$ cat config.mk
export PLATFORM = sky130hd
export DESIGN_NAME = mdu_ctrl
export DESIGN_NICKNAME = d
export VERILOG_FILES = /design/src/rtl/mdu_ctrl.sv
export SDC_FILE = /design/constraint.sdc
export NUM_CORES = 1
export LEC_CHECK = 0
export BUFFER_PORTS_ARGS = -buffer_cell sky130_fd_sc_hd__buf_2
export CAP_MARGIN = 20
export CORE_AREA = 2 2 182 184
export DETAILED_ROUTE_END_ITERATION = 8
export DIE_AREA = 0 0 184 186
export PLACE_DENSITY = 0.66
export SYNTH_ARGS = -nofsm -noshare
export SYNTH_HDL_FRONTEND = slang
export SYNTH_SLANG_ARGS = --single-unit
$ cat constraint.sdc
create_clock -name clk -period 5.5 [get_ports clk]
set_input_delay 1.375 -clock clk [delete_from_list [all_inputs] [get_ports clk]]
set_output_delay 1.375 -clock clk [all_outputs]
set_load 0.02 [all_outputs]
$ cat src/rtl/mdu_ctrl.sv
// mdu_ctrl: iterative multiply/restoring-divide controller producing HI/LO writes.
// Optional MDU_FAST_MUL_EN: single-cycle array multiply, divide stays iterative.
module mdu_ctrl #(
    parameter int XLEN = 32,
    parameter logic [XLEN-1:0] DIV0_Q = {XLEN{1'b1}}
) (
    input  logic            clk,
    input  logic            rst,
    input  logic            start,
    input  logic [1:0]      op,
    input  logic [XLEN-1:0] src1,
    input  logic [XLEN-1:0] src2,
    input  logic            cancel,
    output logic            stallreq,
    output logic            busy,
    output logic            done,
    output logic            hi_we,
    output logic            lo_we,
    output logic [XLEN-1:0] hi_wdata,
    output logic [XLEN-1:0] lo_wdata
);
    localparam int CW = $clog2(XLEN + 1);

    typedef enum logic [1:0] {IDLE, MUL, DIV, DONE} state_t;

    state_t state, state_nx;
    logic [2*XLEN-1:0] acc;
    logic [XLEN-1:0]   opnd;
    logic [CW-1:0]     cnt;
    logic              neg_q, neg_r, is_mul;

    logic              sgn, go, div0;
    logic [XLEN-1:0]   mag1, mag2;
    logic [XLEN:0]     trial;
    logic [XLEN-1:0]   diff;
    logic              nb;
    logic [2*XLEN-1:0] div_next, pneg;
    logic [XLEN-1:0]   rneg, hi_res, lo_res;

    assign sgn  = ~op[0];
    assign go   = start & ~cancel & (state == IDLE);
    assign div0 = op[1] & (src2 == '0);
    assign mag1 = (sgn && src1[XLEN-1]) ? -src1 : src1;
    assign mag2 = (sgn && src2[XLEN-1]) ? -src2 : src2;

    // acc holds {remainder, quotient-being-built}; each step shifts the next dividend bit in
    assign trial    = {acc[2*XLEN-1:XLEN], acc[XLEN-1]};
    assign nb       = trial >= {1'b0, opnd};
    assign diff     = trial[XLEN-1:0] - opnd;
    assign div_next = {nb ? diff : trial[XLEN-1:0], acc[XLEN-2:0], nb};

`ifndef MDU_FAST_MUL_EN
    logic [XLEN:0]     mul_sum;
    logic [2*XLEN-1:0] mul_next;
    // acc holds {partial product, remaining multiplier bits}; add then shift right
    assign mul_sum  = {1'b0, acc[2*XLEN-1:XLEN]} + (acc[0] ? {1'b0, opnd} : '0);
    assign mul_next = {mul_sum, acc[XLEN-1:1]};
`endif

    // a signed product is negated as one 2*XLEN value; quotient/remainder separately
    assign pneg   = -acc;
    assign rneg   = -acc[2*XLEN-1:XLEN];
    assign lo_res = neg_q ? pneg[XLEN-1:0] : acc[XLEN-1:0];
    assign hi_res = neg_r ? (is_mul ? pneg[2*XLEN-1:XLEN] : rneg) : acc[2*XLEN-1:XLEN];

    always_ff @(posedge clk or negedge rst) begin
        if (!rst)
            state <= IDLE;
        else
            state <= state_nx;
    end

    always_ff @(posedge clk or negedge rst) begin
        if (!rst) begin
            acc    <= '0;
            opnd   <= '0;
            cnt    <= '0;
            neg_q  <= 1'b0;
            neg_r  <= 1'b0;
            is_mul <= 1'b0;
        end else if (go) begin
            opnd   <= op[1] ? mag2 : mag1;
`ifdef MDU_FAST_MUL_EN
            acc    <= div0 ? {src1, DIV0_Q} : op[1] ? {{XLEN{1'b0}}, mag1}
                    : {{XLEN{1'b0}}, mag1} * {{XLEN{1'b0}}, mag2};
`else
            acc    <= div0 ? {src1, DIV0_Q} : {{XLEN{1'b0}}, op[1] ? mag1 : mag2};
`endif
            neg_q  <= ~div0 & sgn & (src1[XLEN-1] ^ src2[XLEN-1]);
            neg_r  <= ~div0 & sgn & (op[1] ? src1[XLEN-1] : src1[XLEN-1] ^ src2[XLEN-1]);
            is_mul <= ~op[1];
            cnt    <= CW'(XLEN);
`ifndef MDU_FAST_MUL_EN
        end else if (state == MUL) begin
            acc <= mul_next;
            cnt <= cnt - CW'(1);
`endif
        end else if (state == DIV) begin
            acc <= div_next;
            cnt <= cnt - CW'(1);
        end
    end

    always_comb begin
        state_nx = state;
        stallreq = 1'b0;
        done     = 1'b0;
        case (state)
            IDLE: begin
                stallreq = go;
`ifdef MDU_FAST_MUL_EN
                if (go) state_nx = (op[1] && !div0) ? DIV : DONE;
`else
                if (go) state_nx = op[1] ? (div0 ? DONE : DIV) : MUL;
`endif
            end
`ifndef MDU_FAST_MUL_EN
            MUL: begin
                stallreq = 1'b1;
                if (cnt == CW'(1)) state_nx = DONE;
            end
`endif
            DIV: begin
                stallreq = 1'b1;
                if (cnt == CW'(1)) state_nx = DONE;
            end
            DONE: begin
                done     = 1'b1;
                state_nx = IDLE;
            end
            default: state_nx = IDLE;
        endcase
        if (cancel) begin
            state_nx = IDLE;
            stallreq = 1'b0;
            done     = 1'b0;
        end
    end

    assign busy     = state != IDLE;
    assign hi_we    = done;
    assign lo_we    = done;
    assign hi_wdata = done ? hi_res : '0;
    assign lo_wdata = done ? lo_res : '0;
endmodule

==> run metrics <==
status completed; clk_skew 0.01231 ns; routed len/inst 21.15 um; # DRC 0; PnR Total Power 0.009859 W; top-area cell type share of the netlist area 21.06%; most frequent cell after synthesis nor2_1; Die Wd 184 um; CP cell instances or3_4 > or4_1 > or2_1 > nor3_4 > o21ai_2 > or4_4 > o41ai_4 > xor2_1 > nor2_1 > buf_2; number of synthesized register bits 107; CTS tree built; sequential fraction of the synthesis area approximately a fifth; Mapped Cells roughly 1.7k; RSZ-0062 raised after global routing false; Post-DRT Antenna Nets 0; area grow syn2layout 10.67%; worst path arrival time between 3 and 4 ns; number of flops mapped to enable cells by yosys 0; Max FO, Critical Path 10; Root Driver clkbuf_16; Initial DRC Count about 1.4k; placed insts approximately 2.2k; Synth Cell Area 12710 um2; Yosys warning total 0; Tmin final 5.353 ns; Slew Limit Fails 0; Slew headroom 22.69%; met2 WL between 20000 and 25000 um; non-filler cells, final around 2.2k; initial antenna violation count 0; clk slew on worst S/H paths roughly 0.080 ns; clock tree sinks around 110; n_diodes 0; Starting Density 39.48%; Max-cap violations 0; Setup Total Neg Slack 0 ns; worst-skew pair later-pin latency around 0.37 ns; met3 WL between 3000 and 4000 um; CTS max path bufs 2; Post-DP HPWL 36220 um; Slew @ Worst Pin between 1 and 1.5 ns; Final WS setup around 0.15 ns; Core Area ~32000 um2; metal1 wirelength 20340 um; Fin. Hold Viols 0; average size of a mapped cell 7.375 um2; critical path class reg -> out; fmax approximately 0.19 GHz; Post-CTS Hold Buffers 0; Mapped Nets 1872; required time worst endpoint around 4.1 ns; commonest cells in the netlist 222 x nor2_1, 157 x nand2_1, 157 x o21ai_0, 147 x a21oi_1, 110 x xor2_1; Nets 1945; Layout fillers ~3.3k; Synth cell types 79; htree depth 3; Reg area 2678 um2; Synth area leaders dfrtp_1 21%, xor2_1 7.6%, ha_1 7.5%; I/O pin cnt ~140; GP Congestion about 0.95; Synth async-reset ratio 100.0%; fin util 43.69%; pwr dens 700.7 nW/um2; TritonRoute pass-1 iters 6; Worst path max stage delay 0.65 ns; die area 34220 um2; worst min path class reg -> reg; dpl ws around 0.42 ns; Final setup viols 0; final wirelength 46740 um; peak supply drop 0.0003527 V; first-pass GRT wire length ~73000 um; Final Cycle Share 97.33%; Worst setup EP type output port; Worst R2R Setup Slack 0.80 ns; area of the multi-input gates 9404 um2; Worst setup SP type register; Most used DFF post-synth dfrtp_1; leakage power 6.124 nW; largest net degree at the start of global routing 69; # port buffers around 140; vias in the first global route 12.64k; Congestion Overflow GR 0; Total Routing Usage GR 27.33%; die height between 150 and 200 um; Top Metal Used met4; area leader, netlist dfrtp_1; row cnt 66; share of cells above drive strength 1 about an eighth; Slowest-stage cell, CP or4_4; Num CTS Buffers 9; Via-to-Cell Ratio a little over 6; total number of vias roughly 13k
[what timing repair did]
action	4_1_cts	5_1_grt
gates resized for setup	0	1
buffers inserted	0	2
endpoints found under the setup margin	0	7
[worst max-delay path, delay by kind of cell (launching register included)]
kind | cells | cell delay, ns
AND/OR/NAND/NOR | 6 | 2.29
AO/OA/AOI/OAI | 2 | 0.51
flip-flops | 1 | 0.44
XOR/XNOR | 1 | 0.17
buffers and inverters | 1 | 0.17
[cell type report]
class	count	share of cell area, %
inverters	67	1.787
flip-flops and latches	107	19.03
well taps	408	3.628
repair buffers	167	6.473
clock inverters	7	0.6491
clock buffers	9	1.601
multi-input cells	1445	66.83
[power by group]
part | total (W) | internal [W] | switching, W
sequential | 0.00184 | 0.00118 | 0.000654
combinational | 0.00728 | 0.00283 | 0.00445
clock | 0.000745 | 0.000400 | 0.000345
total | 0.00986 | 0.00441 | 0.00545
[final timing paths]
path	cells past startpoint	from	to
max	10	acc[12]	hi_wdata[22]
min	2	opnd[16]	opnd[16]
max reg2reg	13	acc[0]	acc[61]
min reg2reg	2	opnd[16]	opnd[16]
max in group asynchronous	2	rst	acc[23]
min in group asynchronous	1	rst	acc[4]
[per-layer routing]
| layer | vias up | track usage, % |
|---|---|---|
| met1 | 6416 | 36.71 |
| li1 | 6387 | - |
| met2 | 593 | 44.92 |
| met3 | 92 | 4.676 |
| met4 | 0 | 8.064 |
| met5 | - | 0.5926 |
[sequential cells by signal (all words and copies together), names as in the netlist]
register  cells
acc          64
opnd         32
cnt           6
state         2
is_mul        1
neg_q         1
neg_r         1
[per-stage QoR]
stage          instance area (um2)  hold WS, ns
2_1_floorplan                12710       0.4498
3_3_place_gp                 13740       0.4689
3_5_place_dp                 13740       0.4737
4_1_cts                      14050       0.4920
5_1_grt                      14070       0.5095
6_report                     14070       0.4865
[logic make-up (layout without fill, tap and decap cells)]
| group | Yosys count | after routing | share of synthesized area [%] |
|---|---|---|---|
| AOI/OAI and AO/OA | 572 | 572 | 29.06 |
| xor gates and xnor gates | 176 | 176 | 12.12 |
| adders and majority gates | 78 | 78 | 7.794 |
| buffers and inverters | 172 | 250 | 5.275 |
| DFF | 107 | 107 | 21.06 |
| muxes | 55 | 55 | 4.350 |
| and+or+nand+nor | 564 | 564 | 20.34 |
[cell usage in the layout, fill, tap and decap left out, types with 21 or more instances in the layout]
cell type	Yosys	final
a21o_1	36	36
nand3_1	24	24
o221ai_1	22	22
a21oi_1	147	147
buf_4	2	30
nand2_1	157	156
a31oi_1	21	21
a211oi_1	22	22
buf_2	2	137
o211ai_1	27	27
mux2i_1	53	53
nor3_1	26	26
xor2_1	110	110
xnor2_1	66	66
o21ai_0	157	157
ha_1	76	74
nor2_1	222	220
dfrtp_1	107	107
inv_1	66	66
o31ai_1	29	29
No activity file was read; power rests on OpenSTA's default activity.
